--- config.mk ---
export PLATFORM = sky130hd
export DESIGN_NAME = exp_series_sequencer
export DESIGN_NICKNAME = d
export VERILOG_FILES = /design/src/rtl/exp_pkg.sv /design/src/rtl/exp_term_mul.sv /design/src/rtl/exp_series_sequencer.sv
export SDC_FILE = /design/constraint.sdc
export NUM_CORES = 2
export LEC_CHECK = 0
export ABC_AREA = 1
export CAP_MARGIN = 20
export CORE_MARGIN = 1
export CORE_UTILIZATION = 60
export DETAILED_ROUTE_END_ITERATION = 8
export GPL_ROUTABILITY_DRIVEN = 0
export PLACE_DENSITY = 0.77
export SLEW_MARGIN = 15
export SYNTH_ARGS = -nofsm -noshare
export SYNTH_HDL_FRONTEND = slang
export SYNTH_SLANG_ARGS = --single-unit
--- constraint.sdc ---
create_clock -name clk -period 26.8 [get_ports clk]
set_clock_uncertainty 0.15 [all_clocks]
set_input_delay 5.36 -clock clk [delete_from_list [all_inputs] [get_ports clk]]
set_output_delay 5.36 -clock clk [all_outputs]
set_load 0.05 [all_outputs]
--- src/rtl/exp_pkg.sv ---
// Shared definitions for the iterative e^x engine.
//   ONE_FX      : 1.0 in the default Q16.16 format
//   exp_state_e : sequencer states
//   recip_fx    : round(2^frac_w / k), used to build the 1/k constant table
package exp_pkg;

    localparam int unsigned DATA_W_DEF  = 32;
    localparam int unsigned FRAC_W_DEF  = 16;
    localparam int unsigned N_TERMS_DEF = 12;

    localparam logic [DATA_W_DEF-1:0] ONE_FX = DATA_W_DEF'(1) << FRAC_W_DEF;

    typedef enum logic [1:0] {
        IDLE,
        MUL_X,
        MUL_R,
        DONE
    } exp_state_e;

    // Rounded fixed-point reciprocal of k; k == 0 has no reciprocal and maps to 0.
    function automatic longint unsigned recip_fx(input int unsigned k, input int unsigned frac_w);
        longint unsigned num;
        if (k == 0) return '0;
        num = 64'(1) << frac_w;
        return (num + 64'(k / 2)) / 64'(k);
    endfunction

endpackage

--- src/rtl/exp_term_mul.sv ---
// Signed fixed-point multiply: (a*b) >>> FRAC_W, truncated to DATA_W.
// Ports:
//   a, b    : signed DATA_W operands
//   prod_c  : truncated, arithmetically shifted product (combinational)
//   ovf_c   : shifted product does not fit in DATA_W signed (combinational)
module exp_term_mul #(
    parameter int unsigned DATA_W = 32,
    parameter int unsigned FRAC_W = 16
) (
    input  logic signed [DATA_W-1:0] a,
    input  logic signed [DATA_W-1:0] b,
    output logic signed [DATA_W-1:0] prod_c,
    output logic                     ovf_c
);

    localparam int unsigned P_W = 2 * DATA_W;

    logic signed [P_W-1:0] full;
    logic signed [P_W-1:0] shifted;
    logic        [P_W-DATA_W:0] top_bits;

    assign full     = $signed({{DATA_W{a[DATA_W-1]}}, a}) * $signed({{DATA_W{b[DATA_W-1]}}, b});
    assign shifted  = full >>> FRAC_W;
    assign prod_c   = shifted[DATA_W-1:0];

    // Fits only if everything above the kept sign bit is a copy of it.
    assign top_bits = shifted[P_W-1:DATA_W-1];
    assign ovf_c    = ~(&top_bits) & (|top_bits);

endmodule

--- src/rtl/exp_series_sequencer.sv ---
// Iterative fixed-point e^x: term_k = term_(k-1) * x / k, summed over N_TERMS
// terms through one time-shared multiplier (x in MUL_X, 1/k in MUL_R).
// Ports:
//   clk, rst            : clock, synchronous active-high reset
//   in_valid/in_ready   : operand handshake, in_ready only while idle
//   in_x                : signed Q(DATA_W-FRAC_W).FRAC_W operand
//   out_valid/out_ready : result handshake, result held until accepted
//   out_y               : e^x, saturated to max positive on overflow
//   out_ovf             : overflow seen anywhere while computing this result
// Build option: define EXP_EARLY_EXIT_EN to finish as soon as a term becomes zero.
module exp_series_sequencer
    import exp_pkg::*;
#(
    parameter int unsigned DATA_W  = DATA_W_DEF,
    parameter int unsigned FRAC_W  = FRAC_W_DEF,
    parameter int unsigned N_TERMS = N_TERMS_DEF
) (
    input  logic              clk,
    input  logic              rst,
    input  logic              in_valid,
    output logic              in_ready,
    input  logic [DATA_W-1:0] in_x,
    output logic              out_valid,
    input  logic              out_ready,
    output logic [DATA_W-1:0] out_y,
    output logic              out_ovf
);

    localparam int unsigned K_W = $clog2(N_TERMS);
    localparam logic signed [DATA_W-1:0] ONE     = DATA_W'(1) << FRAC_W;
    localparam logic signed [DATA_W-1:0] SAT_MAX = {1'b0, {(DATA_W-1){1'b1}}};

    exp_state_e state_q, state_d;

    logic signed [DATA_W-1:0] x_q, x_d;
    logic signed [DATA_W-1:0] term_q, term_d;
    logic signed [DATA_W-1:0] acc_q, acc_d;
    logic        [K_W-1:0]    k_q, k_d;
    logic                     ovf_q, ovf_d;

    logic              in_ready_d;
    logic              out_valid_d;
    logic [DATA_W-1:0] out_y_d;
    logic              out_ovf_d;

    logic signed [DATA_W-1:0] recip_tbl [N_TERMS];
    logic signed [DATA_W-1:0] mul_b;
    logic signed [DATA_W-1:0] prod_c;
    logic                     mul_ovf_c;
    logic signed [DATA_W-1:0] acc_sum;
    logic                     acc_ovf;
    logic                     last;

    // Constant 1/k table; entry 0 is never selected.
    for (genvar i = 0; i < N_TERMS; i++) begin : g_recip
        assign recip_tbl[i] = DATA_W'(recip_fx(i, FRAC_W));
    end

    // Single shared multiplier: second operand is x or 1/k depending on phase.
    assign mul_b = (state_q == MUL_R) ? recip_tbl[k_q] : x_q;

    exp_term_mul #(
        .DATA_W (DATA_W),
        .FRAC_W (FRAC_W)
    ) u_mul (
        .a      (term_q),
        .b      (mul_b),
        .prod_c (prod_c),
        .ovf_c  (mul_ovf_c)
    );

    // Accumulator add with signed overflow detection.
    assign acc_sum = acc_q + prod_c;
    assign acc_ovf = (acc_q[DATA_W-1] == prod_c[DATA_W-1]) && (acc_sum[DATA_W-1] != acc_q[DATA_W-1]);

`ifdef EXP_EARLY_EXIT_EN
    // Once a term is zero every later term is zero too.
    assign last = (k_q == K_W'(N_TERMS - 1)) || (prod_c == '0);
`else
    assign last = (k_q == K_W'(N_TERMS - 1));
`endif

    // Next-state and datapath update.
    always_comb begin
        state_d     = state_q;
        x_d         = x_q;
        term_d      = term_q;
        acc_d       = acc_q;
        k_d         = k_q;
        ovf_d       = ovf_q;
        in_ready_d  = in_ready;
        out_valid_d = out_valid;
        out_y_d     = out_y;
        out_ovf_d   = out_ovf;

        case (state_q)
            IDLE: begin
                if (in_valid && in_ready) begin
                    state_d    = MUL_X;
                    x_d        = in_x;
                    term_d     = ONE;
                    acc_d      = ONE;
                    k_d        = K_W'(1);
                    ovf_d      = 1'b0;
                    in_ready_d = 1'b0;
                    out_y_d    = '0;
                    out_ovf_d  = 1'b0;
                end
            end
            MUL_X: begin
                term_d  = prod_c;
                ovf_d   = ovf_q | mul_ovf_c;
                state_d = MUL_R;
            end
            MUL_R: begin
                term_d = prod_c;
                acc_d  = acc_sum;
                k_d    = k_q + K_W'(1);
                ovf_d  = ovf_q | mul_ovf_c | acc_ovf;
                if (last) begin
                    state_d     = DONE;
                    out_valid_d = 1'b1;
                    out_y_d     = ovf_d ? SAT_MAX : acc_sum;
                    out_ovf_d   = ovf_d;
                end else begin
                    state_d = MUL_X;
                end
            end
            DONE: begin
                if (out_ready) begin
                    state_d     = IDLE;
                    out_valid_d = 1'b0;
                    in_ready_d  = 1'b1;
                end
            end
            default: begin
                state_d = IDLE;
            end
        endcase
    end

    // State and output registers.
    always_ff @(posedge clk) begin
        if (rst) begin
            state_q   <= IDLE;
            x_q       <= '0;
            term_q    <= '0;
            acc_q     <= '0;
            k_q       <= '0;
            ovf_q     <= 1'b0;
            in_ready  <= 1'b1;
            out_valid <= 1'b0;
            out_y     <= '0;
            out_ovf   <= 1'b0;
        end else begin
            state_q   <= state_d;
            x_q       <= x_d;
            term_q    <= term_d;
            acc_q     <= acc_d;
            k_q       <= k_d;
            ovf_q     <= ovf_d;
            in_ready  <= in_ready_d;
            out_valid <= out_valid_d;
            out_y     <= out_y_d;
            out_ovf   <= out_ovf_d;
        end
    end

endmodule

==> results.sh <==
export IMPL_cpMaxStageDelayCell="nand2_1"
export IMPL_start_kind="register"
export IMPL_crit_fanout=49
export IMPL_async_flop_share_pct=0
export IMPL_ys_types=52
export IMPL_final_nets=6426
export IMPL_antenna_found_initial=1
export IMPL_dp_cells=6002
export IMPL_grt_max_degree=89
export IMPL_die_h_um=268.0
export IMPL_fin_cells=6039
export IMPL_final_area_sq_um=44790
export IMPL_holdBufCountCts=0
export IMPL_maxSlewViolCount=0
export IMPL_yosysTopAreaCellShare_pct=51.01
export IMPL_critical_path_cell_count=40
export IMPL_ys_warn_count=0
export IMPL_drive_gt1_share_pct=3.236
export IMPL_synth_ff_type="dfxtp_1"
export IMPL_wl_per_cell_um=21.63
export IMPL_clk_path_buf_depth=2
export IMPL_final_setup_worst_slack_ns=13.80
export IMPL_hp_class="register to register"
export IMPL_vdd_drop_max_uv=97.39
export IMPL_cts_resized=0
export IMPL_synth_area_leaders="fa_1, inv_1, nor2_1, nand2_1, ha_1"
export IMPL_firstDrtPassIters=7
export IMPL_ys_ff_latch=138
export IMPL_yosys_top_cells_count="inv_1, fa_1, nor2_1"
export IMPL_switchingPower_mw=2.510
export IMPL_crit_buf_inv=9
export IMPL_period_minus_slack_ns=13.00
export IMPL_synth_most_common_cell="inv_1"
export IMPL_cts_made_buffers=17
export IMPL_pwr_share_clk_pct=6.2
export IMPL_dp_final_hpwl_mm=107.0
export IMPL_slew_headroom_pct=16.22
export IMPL_required_ns=26.96
export IMPL_avgSynthCellArea_sq_um=8.278
export IMPL_seq_area_sq_um=2763
export IMPL_finalHoldViolCount=0
export IMPL_drc=0
export IMPL_cts_max_level=4
export IMPL_clock_sinks=138
export IMPL_worst_pin_slew_ns=1.255
export IMPL_tns_ns=0
export IMPL_cp_common_cell="fa_1"
export IMPL_pre_cts_slack_ns=14.13
export IMPL_vias=35270
export IMPL_synthesis_area_sq_um=42460
export IMPL_core_sq_um=70030
export IMPL_syn_to_final_growth_pct=5.483
export IMPL_ios=71
export IMPL_yosysSeqAreaShare_pct=6.506
export IMPL_antennaDiodeCount=0
export IMPL_reg2reg_depth=40
export IMPL_min_path_cells=2
export IMPL_grt_usage_pct=38.07
export IMPL_dpl_cell_area_sq_um=44110
export IMPL_seqPwrFrac_pct=8.1
export IMPL_multi_input_area_sq_um=34520
export IMPL_synthesis_nets=6470
export IMPL_syn_inst=5130
export IMPL_grt_pass1_vias=37060
export IMPL_clkLatencyLatePin_ns=0.44
export IMPL_fp_dieW_um=268.0
export IMPL_power_mw=3.997
export IMPL_synth_compound_area_share_pct=7.021
export IMPL_start_util_pct=60.64
export IMPL_synth_fa_ha_area_share_pct=57.55
export IMPL_drtAntennaViolNets=0
export IMPL_maxCapViolations=0
export IMPL_swShare_pct=62.79
export IMPL_synthSimpleGateAreaFrac_pct=15.47
export IMPL_combPwrFrac_pct=85.6
export IMPL_placementRows=97
export IMPL_worstPathArrival_ns=13.16
export IMPL_yosysTopAreaCell="fa_1"
export IMPL_slowest_delay_ns=0.92
export IMPL_crit_family="adder cells"
export IMPL_endpoint_kind="register"
export IMPL_path_clk_slew_ns=0.08
export IMPL_p_per_area_nw_per_um2=89.24
export IMPL_intPower_mw=1.487
export IMPL_finalSetupViolations=0
export IMPL_synth_edf_count=0
export IMPL_fmax_mhz=76.95
export IMPL_cts_root_buf="clkbuf_16"
export IMPL_cts_tree="done"
export IMPL_synth_mux_area_share_pct=0
export IMPL_n_fill_cell=5908
export IMPL_dieArea_sq_um=71840
export IMPL_io_buffers=70
export IMPL_hold_slack_ns=0.3117
export IMPL_wirelength_mm=130.6
export IMPL_status="finished, final reports clean"
export IMPL_drt_iter0_drc=3391
export IMPL_synth_top_family_by_area="adder cells"
export IMPL_grt_pass1_wl_mm=205.0
export IMPL_grt_ovfl_total=0
export IMPL_postCtsSetupBuffers=0
export IMPL_synthXorXnorAreaFrac_pct=1.176
export IMPL_critical_path_class="register to register"
export IMPL_grt_setup_unrepaired="false"
export IMPL_leakagePower_nw=20.11
export IMPL_period_share_pct=48.49
export IMPL_via_per_inst=5.841
export IMPL_final_core_util_pct=63.96
==> power by group through the flow <==
stage	clock network [mW]	registers (mW)	logic, mW
after global placement	0	0.327	3.22
after CTS	0.248	0.323	3.31
final	0.249	0.326	3.42
after detailed placement	0	0.327	3.27
after global routing	0.256	0.332	3.66
after floorplan	0	0.391	2.08
==> tightest hold or removal path, stage by stage, from the launching register on <==
cell     delay (ns)
dfxtp_1        0.30
inv_1          0.06
a21oi_1        0.05
==> layout by cell type, fill, tap and decap left out, drive strengths merged, types with 2 or more instances in the layout <==
master         netlist  routed
a211oi               4       4
a21boi               5       5
a21o                 8       8
a21oi              293     293
a31oi                5       5
and3                 2       2
buf                 13      83
clkbuf             202      17
clkdlybuf4s50        0      69
clkinv              23      27
dfxtp              138     138
fa                1082    1082
ha                 222     222
inv               1144    1154
nand2              788     788
nand3               57      57
nand3b               6       6
nand4                8       8
nor2               802     802
nor3                13      13
nor4                 7       7
o211ai               7       7
o21a                 5       5
o21ai              210     210
o21bai               7       7
o221ai               3       3
o22ai                2       2
o31ai                3       3
or2                  7       7
xnor2               24      24
xor2                33      33
==> sequential cells by signal, indices dropped and copies added, names as in the netlist <==
| name | cells |
|---|---|
| acc_q | 32 |
| out_ovf | 1 |
| x_q | 32 |
| out_y | 32 |
| k_q | 4 |
| state_q | 2 |
| ovf_q | 1 |
| in_ready | 1 |
| out_valid | 1 |
| term_q | 32 |
==> kinds of logic after synthesis <==
group | after synthesis
adders and majority gates | 1304
buffers and inverters | 1382
DFF | 138
and+or+nand+nor | 1691
xor gates and xnor gates | 57
AOI/OAI and AO/OA | 558
==> worst paths after layout <==
check / from / slack [ns] / endpoint
worst max-delay path: state_q[0]$_SDFFE_PP0P_ / 13.80 / out_y[23]$_SDFFE_PP0P_
worst min-delay path: x_q[17]$_SDFFE_PP0P_ / 0.31 / x_q[17]$_SDFFE_PP0P_
worst max register to register: state_q[0]$_SDFFE_PP0P_ / 13.80 / out_y[23]$_SDFFE_PP0P_
worst min register to register: x_q[17]$_SDFFE_PP0P_ / 0.31 / x_q[17]$_SDFFE_PP0P_
==> area by class of cell <==
class	count	area share, %
Clock buffer	17	0.9497
Clock inverter	15	0.3939
Inverter	1167	9.785
Multi-Input combinational cell	3610	77.06
Sequential cell	138	6.168
Tap cell	940	2.626
Timing Repair Buffer	152	3.017
==> metal layers <==
metal  track usage, %  part of all wire (%)  vias up
met5                0                 0.011        -
met1            47.74                    35    17590
met4            23.44                   7.8        2
met3            10.25                    12      562
li1                 -                     -    14910
met2            59.03                    45     2210
Power figures use the tool's default switching activity.
==> RTL change (same flow settings) <==
The option `EXP_EARLY_EXIT_EN` is turned on by a define.
--- a/src/rtl/exp_series_sequencer.sv
+++ b/src/rtl/exp_series_sequencer.sv
@@ -9,4 +9,6 @@
 //   out_ovf             : overflow seen anywhere while computing this result
 // Build option: define EXP_EARLY_EXIT_EN to finish as soon as a term becomes zero.
+`define EXP_EARLY_EXIT_EN
+
 module exp_series_sequencer
     import exp_pkg::*;
Formal check against the unedited RTL: not equivalent (a bounded check fails within 4 cycles, from zero or initial values and one cycle with rst high).
==> RTL change against the unedited design <==
- via count rose by 5.2%
- wire length increased by 6.7%
- total power decreased by 1.1%
- cell count up 5.5%
- the run now ends with design-rule violations left
- worst setup slack better by 0.96 ns
- area after synthesis is 2.6% higher
- cell area rose by 2.5%
- critical endpoint is now out_y[16]
- sequential cell count did not move
==> RTL change: results (changes against the unedited design) <==
* Register-to-Register Setup Slack at 14.77 ns (+0.96 ns)
* Final HPWL DP at 111,000 um (+3.8%)
* Largest cells by area after synthesis: fa_1 50%, inv_1 11%, nand2_1 7.9%
* Slowest stage delay, CP at 0.58 ns (-0.34 ns)
* Pleak at 21.1 nW (+4.7%)
* # fillers at 6,043 (+2.3%)
* Vias in the first global route at 38.7k (+4.5%)
* DRT iter0 DRCs at 4,240 (+25%)
* Dpl cells at 6,339 (+5.6%)
* DR WL/cell at 21.9 um (+1.1%)
* Status: finished with violations
* Min-delay worst type: reg2reg
* Crit Path Max Fanout at 51 (+4.1%)
* Register area share after synthesis at 6.34% (-0.17 points)
* Placement Cell Area at 45,300 um^2 (+2.7%)
* Pre-Repair DR Iteration Count at 9 (+2)
* CP delay by family, top: adder cells
* Total track usage at 39.3% (+1.2 points)
* Failing checks: design-rule violations
* First-pass GRT wire length at 219,000 um (+6.8%)
* Slowest CP cell: buf_4
* Commonest cells post-synth: 1,269 x inv_1, 1,082 x fa_1, 919 x nand2_1
* Share of layout cells above drive strength 1 at 3.32% (+0.084 points)
* DRC errors left at 11 (+11)
* Post-synthesis async set-or-reset flop share at 0% (unchanged)
* Slew @ Worst Pin at 1.22 ns (-0.0320 ns)
* Post-synth cell types at 48 (-7.7%)
* Worst-path clk slew at 0.06 ns (-0.02 ns)
* Final nets at 6,747 (+5.0%)
* Via count of the routed design at 37.1k (+5.2%)
* Worst R2R Path Depth at 46 (+15%)
* Syn nets at 6,786 (+4.9%)
* Peak supply drop at 0.0817 mV (-16%)
* Largest net degree at the start of global routing at 80 (-10%)
[RTL change: tightest hold or removal path, cell delays in order, from the launching register on]
cell and delay [ns]:
dfxtp_1 0.30, inv_1 0.06, a21oi_1 0.05
[RTL change: cell families (layout without fill, tap and decap cells)]
logic type,Yosys count,count (layout),synth area share [%]
and+or+nand+nor,1948,1948,17.5
DFF,138,138,6.34
xor gates and xnor gates,46,46,0.942
buffers and inverters,1523,1497,13.2
AOI/OAI and AO/OA,489,489,5.93
adders and majority gates,1303,1303,56.0
[RTL change: final cells by class]
class / count / area share, %
clock inverter: 15 / 0.338
timing repair buffer: 164 / 3.05
multi-input combinational: 3786 / 76.4
tap: 950 / 2.59
clock buffer: 17 / 0.927
sequential: 138 / 6.02
inverter: 1301 / 10.7
[RTL change: metrics by stage]
step | setup WS, ns | total power, mW | utilization, % | hold WS, ns
floorplan | 17.08 | 2.49 | - | 0.275
CTS | 14.99 | 3.85 | 64.0 | 0.306
finish | 14.77 | 3.95 | 64.0 | 0.308
global placement | 15.10 | 3.53 | 63.2 | 0.295
global route | 14.09 | 4.24 | 64.0 | 0.331
detailed placement | 15.07 | 3.58 | 63.2 | 0.296
[RTL change: final timing paths]
check             startpoint        end
setup / recovery  state_q[0]  out_y[16]
hold / removal       x_q[20]    x_q[20]
setup reg to reg  state_q[0]  out_y[16]
hold reg to reg      x_q[20]    x_q[20]
[RTL change: per-layer routing]
metal / global-route usage, % / vias up / routed length [um]
li1: - / 15700 / -
met1: 49.7 / 18200 / 48900
met2: 59.2 / 2556 / 60600
met3: 12.9 / 619 / 19300
met4: 22.8 / 4 / 10500
met5: 0 / - / 50
[RTL change: power groups by stage]
stage | logic, mW | clock network, mW | registers [mW]
finish | 3.42 | 0.236 | 0.295
global route | 3.70 | 0.247 | 0.299
CTS | 3.32 | 0.238 | 0.293
detailed placement | 3.28 | 0 | 0.297
global placement | 3.23 | 0 | 0.296
floorplan | 2.17 | 0 | 0.327
